===== config.mk =====
export PLATFORM = sky130hd
export DESIGN_NAME = branch_resolve_ctrl
export DESIGN_NICKNAME = d
export VERILOG_FILES = /design/src/rtl/branch_pkg.sv /design/src/rtl/branch_unit.sv /design/src/rtl/branch_resolve_ctrl.sv
export SDC_FILE = /design/constraint.sdc
export NUM_CORES = 1
export LEC_CHECK = 0
export BUFFER_PORTS_ARGS = -buffer_cell sky130_fd_sc_hd__buf_2
export CAP_MARGIN = 15
export CORE_MARGIN = 2
export CORE_UTILIZATION = 55
export DETAILED_ROUTE_END_ITERATION = 8
export PLACE_DENSITY = 0.91
export SLEW_MARGIN = 40
export SYNTH_ARGS = -nofsm -noshare
export SYNTH_HDL_FRONTEND = slang
export SYNTH_SLANG_ARGS = --single-unit
export TNS_END_PERCENT = 50

===== constraint.sdc =====
create_clock -name clk -period 4.1 [get_ports clk]
set_clock_uncertainty 0.15 [all_clocks]
set_input_delay 0.82 -clock clk [delete_from_list [all_inputs] [get_ports clk]]
set_output_delay 0.82 -clock clk [all_outputs]
set_load 0.005 [all_outputs]

===== src/rtl/branch_pkg.sv =====
// branch_pkg: compare opcodes, controller states and opcode legality check
package branch_pkg;
    localparam logic [2:0] CMP_BEQ  = 3'b000;
    localparam logic [2:0] CMP_BNE  = 3'b001;
    localparam logic [2:0] CMP_BLT  = 3'b010;
    localparam logic [2:0] CMP_BGE  = 3'b011;
    localparam logic [2:0] CMP_BLTU = 3'b100;
    localparam logic [2:0] CMP_BGEU = 3'b101;

    typedef enum logic [1:0] {IDLE, EVAL, RESP, FLUSH} state_t;

    function automatic logic is_legal_cmp(input logic [2:0] op);
        return op <= CMP_BGEU;
    endfunction
endpackage


===== src/rtl/branch_unit.sv =====
// branch_unit: combinational branch comparator; illegal ops report not-taken
module branch_unit
    import branch_pkg::*;
(
    input  logic [31:0] a,
    input  logic [31:0] b,
    input  logic [2:0]  op,
    output logic        taken
);
    always_comb begin
        taken = 1'b0;
        case (op)
            CMP_BEQ:  taken = a == b;
            CMP_BNE:  taken = a != b;
            CMP_BLT:  taken = $signed(a) < $signed(b);
            CMP_BGE:  taken = $signed(a) >= $signed(b);
            CMP_BLTU: taken = a < b;
            CMP_BGEU: taken = a >= b;
            default:  taken = 1'b0;
        endcase
    end
endmodule


===== src/rtl/branch_resolve_ctrl.sv =====
// branch_resolve_ctrl: resolves one conditional branch at a time, issues
// redirect/flush on mispredict and keeps saturating performance counters
module branch_resolve_ctrl
    import branch_pkg::*;
#(
    parameter int FLUSH_CYCLES = 2,
    parameter int CNT_W        = 16
) (
    input  logic             clk,
    input  logic             rst,
    input  logic             in_valid,
    output logic             in_ready,
    input  logic [31:0]      in_pc,
    input  logic [31:0]      in_imm,
    input  logic [31:0]      in_a,
    input  logic [31:0]      in_b,
    input  logic [2:0]       in_cmp_op,
    input  logic             in_pred_taken,
    output logic             out_valid,
    input  logic             out_ready,
    output logic             out_taken,
    output logic [31:0]      out_target,
    output logic             out_mispredict,
    output logic             out_illegal,
    output logic             redirect_valid,
    output logic [31:0]      redirect_pc,
    output logic             flush,
    output logic [CNT_W-1:0] branch_cnt,
    output logic [CNT_W-1:0] mispredict_cnt
);
    localparam int FW = $clog2(FLUSH_CYCLES + 1);

    state_t      state, next;
    logic [31:0] pc_q, imm_q, a_q, b_q, target_q;
    logic [2:0]  op_q;
    logic        pred_q, taken_q, mis_q, ill_q;
    logic [FW-1:0] fcnt;
    logic        bu_taken, legal, taken_c, hs;
    logic [31:0] target_c;

    branch_unit u_bu (.a(a_q), .b(b_q), .op(op_q), .taken(bu_taken));

    // illegal ops are masked here so the comparator result never escapes
    assign legal    = is_legal_cmp(op_q);
    assign taken_c  = legal & bu_taken;
    assign target_c = taken_c ? pc_q + imm_q : pc_q + 32'd4;
    assign hs       = (state == RESP) && out_ready;

    always_comb begin
        next = state;
        case (state)
            IDLE:    next = in_valid ? EVAL : IDLE;
            EVAL:    next = RESP;
            RESP:    next = out_ready ? (mis_q ? FLUSH : IDLE) : RESP;
            FLUSH:   next = (fcnt == FW'(FLUSH_CYCLES - 1)) ? IDLE : FLUSH;
            default: next = IDLE;
        endcase
    end

    always_ff @(posedge clk) begin
        if (rst) begin
            state          <= IDLE;
            {pc_q, imm_q, a_q, b_q, op_q, pred_q} <= '0;
            {taken_q, mis_q, ill_q, target_q}     <= '0;
            fcnt           <= '0;
            branch_cnt     <= '0;
            mispredict_cnt <= '0;
        end else begin
            state <= next;
            if (state == IDLE && in_valid) begin
                pc_q   <= in_pc;
                imm_q  <= in_imm;
                a_q    <= in_a;
                b_q    <= in_b;
                op_q   <= in_cmp_op;
                pred_q <= in_pred_taken;
            end
            if (state == EVAL) begin
                taken_q  <= taken_c;
                target_q <= target_c;
                mis_q    <= legal & (taken_c != pred_q);
                ill_q    <= ~legal;
            end
            fcnt <= (state == FLUSH) ? fcnt + FW'(1) : '0;
            if (hs && !ill_q && branch_cnt != '1)
                branch_cnt <= branch_cnt + CNT_W'(1);
            if (hs && mis_q && mispredict_cnt != '1)
                mispredict_cnt <= mispredict_cnt + CNT_W'(1);
        end
    end

    assign in_ready       = state == IDLE;
    assign out_valid      = state == RESP;
    assign out_taken      = out_valid & taken_q;
    assign out_target     = out_valid ? target_q : '0;
    assign out_mispredict = out_valid & mis_q;
    assign out_illegal    = out_valid & ill_q;
    assign flush          = state == FLUSH;
    assign redirect_valid = flush && fcnt == '0;
    assign redirect_pc    = redirect_valid ? target_q : '0;
endmodule


**After elaboration in Yosys (flattened, before gate mapping)**

Index checks and enable logic that the tools add are counted.

- RAM bits: 0
- Output and inout port bits: 103
- ROM bits: 0
- Logic and storage cells: 66
- Input port bits: 136
- Latch bits: 0
- Memories: 0
- Flip-flop bits (word level): 203

- Multiply operators: 0
- $add $sub $neg: 5
- Bitwise operators: 7
- Divide/modulo/power cells: 0
- Mux-type cells: 9
- Shifts and indexed selects: 0
- $lt $le $gt $ge: 5
- Reductions and logical operators: 12
- Eq/ne operators: 14

Operator list:

| kind | number |
|---|---|
| $mux 32 | 3 |
| $ge 32x32->1 | 2 |
| $lt 32x32->1 | 2 |
| $add 16x1->16 const B | 2 |
| $add 32x3->32 const B | 1 |
| $add 32x32->32 | 1 |
| $eq 32x32->1 | 1 |
| $ne 16x16->1 const B | 2 |
| $ne 32x32->1 | 1 |
| $pmux 2 s4 | 1 |
| $logic_and 1x1->1 | 7 |
| $eq 3x2->1 const B | 2 |
| $eq 3x3->1 const B | 2 |
| $mux 2 | 3 |
| $pmux 1 s6 | 1 |
| $and 1x1->1 | 5 |
| $eq 2x1->1 const B | 2 |
| $eq 2x2->1 const B | 2 |
| $logic_not 2->1 | 2 |
| $eq 3x1->1 const B | 1 |
| $le 3x3->1 const B | 1 |
| $logic_not 3->1 | 1 |
| $add 2x1->2 const B | 1 |
| $not 1->1 | 2 |
| 4 further kinds | 4 |

**Logic depth before layout (Yosys ltp)**

- Depth in word-level cells: 5
- Gate-level depth with buffers: 12

**Hierarchy**

From an unflattened synthesis, not the netlist that was laid out.

- Cell total of the unflattened synthesis: 1456
- Area total of the unflattened synthesis: 11005.6 µm²

By module, submodules not included:

| module | cells an instance | area an instance (µm²) | instances |
|---|---|---|---|
| branch_resolve_ctrl | 1333 | 10094.7 | 1 |
| branch_unit | 123 | 910.9 | 1 |

**Worst setup path before layout**

Ideal clock, no wire load.

- Path type: reg-to-reg
- Start point: reg b_q[5]
- End point: reg target_q[2]
- Stages on the path, launching flop included: 12
- Setup slack: 1094 ps
- Setup time: 86 ps
- Data arrival time: 2771 ps
- Period minus slack after synthesis: 3006 ps
- Buffers on the path: 0
- Cell sequence: dfxtp_1 inv_1 ha_1 a21oi_1 o21ai_0 o2bb2ai_1 o41a_1 or2_4 mux2i_1 a221oi_2 mux2_2 a211oi_1

- Cells in the longest elaborated chain, start to end: 4
- Elaborated cells between the ends (all ways): 9
- Those cells by class: 4 x order compare; 2 x eq/ne; 2 x mux; 1 x bitwise

RTL lines:

| what | RTL line | source |
|---|---|---|
| start, declared | branch_resolve_ctrl.sv:34 | `logic [31:0] pc_q, imm_q, a_q, b_q, target_q;` |
| start signal, assigned | branch_resolve_ctrl.sv:74 | `b_q <= in_b;` |
| $ge 32x32->1, or another cell as far along | branch_unit.sv:18 | `CMP_BGEU: taken = a >= b;` |
| $pmux 1 s6 * | branch_unit.sv:12 | `case (op)` |
| $and 1x1->1 * | branch_resolve_ctrl.sv:45 | `assign taken_c = legal & bu_taken;` |
| $mux 32 * | branch_resolve_ctrl.sv:46 | `assign target_c = taken_c ? pc_q + imm_q : pc_q + 32'd4;` |
| end signal, assigned | branch_resolve_ctrl.sv:80 | `target_q <= target_c;` |
| end, declared | branch_resolve_ctrl.sv:34 |  |

Mark *: on every way between the ends. The rest lies on a longest branch, timed or not.
A chain may end at the register's enable or synchronous reset.

**Final worst setup path**

- Start point: reg b_q[7]
- End point: reg target_q[30]

The elaborated chain is that of the path after synthesis.

==> metrics.txt <==
power density over the cells 371.7 nW/um^2; summed instance area of the synthesized netlist approximately 11000 sq um; flops & latches, synth 203; launching element type of the critical path register; most frequent cells in the layout 338 x nand2_1, 237 x buf_2, 203 x dfxtp_1; wire length of the first global-routing pass 46.49 mm; design internal power 0.003500 W; proportion of power drawn by the clock network between 30% and 40%; transition time of the tightest slew-check pin 0.7084 ns; initial cell density of the core about 56%; outcome completed; Clock H-tree levels 1; worst reg-to-reg setup slack 0.59 ns; Setup CP Type register to register; share of power burned in combinational logic between 10% and 20%; count of cell types in the netlist a little under 70; Hold Path Origin fcnt[0]; clock transition at the registers of the reported paths roughly 0.06 ns; compound-cell area share of the yosys netlist 17.15%; maximum clock insertion buffer count 3; sequential cell fraction of total power 45.0%; NumNets Final 1822; via total after detailed routing between 10000 and 15000; # hold bufs at CTS 0; die span in y about 150 um; endpoint class of the critical path register; pin count of the biggest net entering global routing 162; Required @ worst endpoint 4.35 ns; share of total power consumed by net switching 27.67%; Yosys warning total 0; post-route setup TNS 0 ns; last weighted congestion value of the routability-driven placer 0.9374; mean number of vias per cell between 5 and 6; number of flops mapped to enable cells by yosys 0; postcts setup bufs 0; xor and xnor area share after synthesis 6.163%; die extent in x 145.1 um; adder and majority gate portion of the synthesized area 7.958%; Hold Crit Depth 1; terminus of the critical flop-to-flop path target_q[30]; fill cell total of the finished layout 1569; Reg2Reg Launch Point b_q[7]; Inserted Clock Buffers 22; final count of hold timing violations 0; CP arrival 3.76 ns; initial antenna violation count 3; sequential cell area fraction in the yosys report approximately 37%; vias in the first global route 9867; aggregate global-route resource usage between 20% and 30%; Final Cycle Share between 80% and 90%; critical path, cell by cell inv_1 > ha_1 > a21oi_1 > o21ai_0 > o2bb2ai_1 > o41a_1 > or2_4 > o311ai_2 > a221o_2 > nor2_1 > a221o_1; site row count 51; worst relative slew slack 52.57%; final instance area around 13000 sq um; number of DRC violations after detailed routing 0; depth of the worst register-to-register path 11; post-layout power 0.004839 W; Crit Path Max Fanout 15; ys async rst share 0%; placed wire-length estimate after detailed placement between 20 and 25 mm; mean cell area of the mapped netlist 7.723 sq um; Critical-path top delay cell o41a_1; final setup fails 0; buffers added on ports around 240; growth of design area from synthesis to finish 18.96%; maximum single-stage delay on the critical path 0.43 ns; Total Wirelength 28.77 mm; DIE AREA 21040 sq um; Worst-Skew Late Latency 0.51 ns; CTS sink count roughly 200; cell at the root of the clock tree clkbuf_16; simple-gate area share of the yosys netlist 25.70%; RSZ-0062 raised after global routing no; I/O pin count ~240; worst hold-check path type register to register; max-slew violation count 0; TritonCTS clock tree yes; post-cts resize count 0; number of max-cap violations 0; grt total ovfl 0; maximum clock frequency 284.8 MHz; Initial DRC Count 678; Net Switching 0.001339 W; min Tclk post-route about 3.5 ns; most common library cell in the layout ignoring fill and taps nand2_1; multiplexer fraction of the synthesized cell area 1.475%; main flop type after synthesis dfxtp_1; Mapped Nets 1622; Core Area 19460 sq um; leakage power summed over all cells 5.867 nW; Placed Instance Area 12320 sq um; fraction of final layout cells with drive strength greater than 1 around 18%; hold path endpoint fcnt[0]; dominant combinational cell family by area after synthesis simple AND/OR/NAND/NOR gates; final antenna-violating net count 0; worst vdd rail ir drop 0.0002545 V; WL/cell about 15 um; Post-Syn Instances 1417; detailed-router iteration count before antenna repair 6
[routing by layer]
layer | vias to the layer above | share of wire, % | global-route usage, %
li1 | 5230 | - | -
met1 | 4818 | 42 | 31.77
met2 | 406 | 47 | 45.50
met3 | 80 | 6.7 | 4.245
met4 | 0 | 4.3 | 11.42
met5 | - | 0 | 0
[through the flow]
step                      setup slack, ns  instances  hold slack (ns)  util (%)
final                              0.5889       1898           0.3002     66.89
after CTS                          0.5903       1895           0.3056     66.85
after floorplan                     1.094       1417           0.2791         -
after detailed placement           0.6169       1858           0.2979     63.29
after global placement             0.7501       1858           0.2938     63.29
after global routing               0.3819       1898           0.3215     66.89
[worst max path at each step]
stage | start | to | slack [ns] | depth (start not counted)
4_1_cts | b_q[7] | target_q[28] | 0.59 | 12
6_report | b_q[7] | target_q[30] | 0.59 | 11
3_3_place_gp | b_q[5] | target_q[27] | 0.75 | 12
3_5_place_dp | b_q[23] | target_q[29] | 0.62 | 12
2_1_floorplan | b_q[5] | target_q[2] | 1.09 | 11
5_1_grt | b_q[19] | target_q[28] | 0.38 | 12
[cell usage after synthesis, drive strengths merged, types with 5 or more instances]
cell type	count	share of area, %
nand2	338	12
dfxtp	203	37
a21oi	181	8.3
and2	71	4.1
nor2	70	2.4
ha	68	7.8
clkbuf	66	2.3
inv	53	1.8
xor2	44	3.5
o21ai	38	1.7
xnor2	33	2.6
nand3	32	1.5
nand4	26	1.5
nor3	20	0.91
mux2i	15	1.4
a211oi	14	0.96
a21o	14	0.96
and3	14	0.80
or3	13	0.74
nand2b	7	0.40
nor2b	7	0.40
a221o	6	0.56
a21boi	5	0.34
buf	5	0.33
nor3b	5	0.34
nor4	5	0.40
o31ai	5	0.34
[worst max-delay path: cells and delay by family (launching register included)]
kind                     cells  cell delay, ns
AO/OA/AOI/OAI                7            2.06
flip-flops                   1            0.34
adder cells (fa/ha/maj)      1            0.30
buffers and inverters        1            0.07
AND/OR/NAND/NOR              2            0.47
[power groups by stage]
stage	clock network (W)	logic (W)	registers, W
after CTS	0.00192	0.000759	0.00218
final	0.00190	0.000760	0.00218
after detailed placement	0	0.000751	0.00222
after floorplan	0	0.000548	0.00218
after global routing	0.00200	0.000849	0.00219
after global placement	0	0.000724	0.00221
[cell families after synthesis]
| family | count (synthesis) |
|---|---|
| AND/OR/NAND/NOR | 617 |
| adder cells (fa/ha/maj) | 69 |
| buffers and inverters | 124 |
| flip-flops | 203 |
| AO/OA/AOI/OAI | 311 |
| multiplexers | 16 |
| XOR/XNOR | 77 |
[sequential cells by signal (all words and copies together) (netlist names)]
| register | cells |
|---|---|
| a_q | 32 |
| b_q | 32 |
| branch_cnt | 16 |
| fcnt | 2 |
| ill_q | 1 |
| imm_q | 32 |
| mis_q | 1 |
| mispredict_cnt | 16 |
| op_q | 3 |
| pc_q | 32 |
| pred_q | 1 |
| state | 2 |
| taken_q | 1 |
| target_q | 32 |
[final cells by class]
| cell class | instances | area, sq um | share of cell area [%] |
|---|---|---|---|
| multi-input cells | 1090 | 6421 | 49.33 |
| flip-flops and latches | 203 | 4064 | 31.22 |
| repair buffers | 247 | 1303 | 10.01 |
| clock buffers | 34 | 665.6 | 5.113 |
| well taps | 265 | 331.6 | 2.547 |
| inverters | 53 | 198.9 | 1.528 |
| clock inverters | 3 | 26.28 | 0.2018 |
| diodes | 3 | 7.507 | 0.05767 |
(Power assumes the default switching activity.)
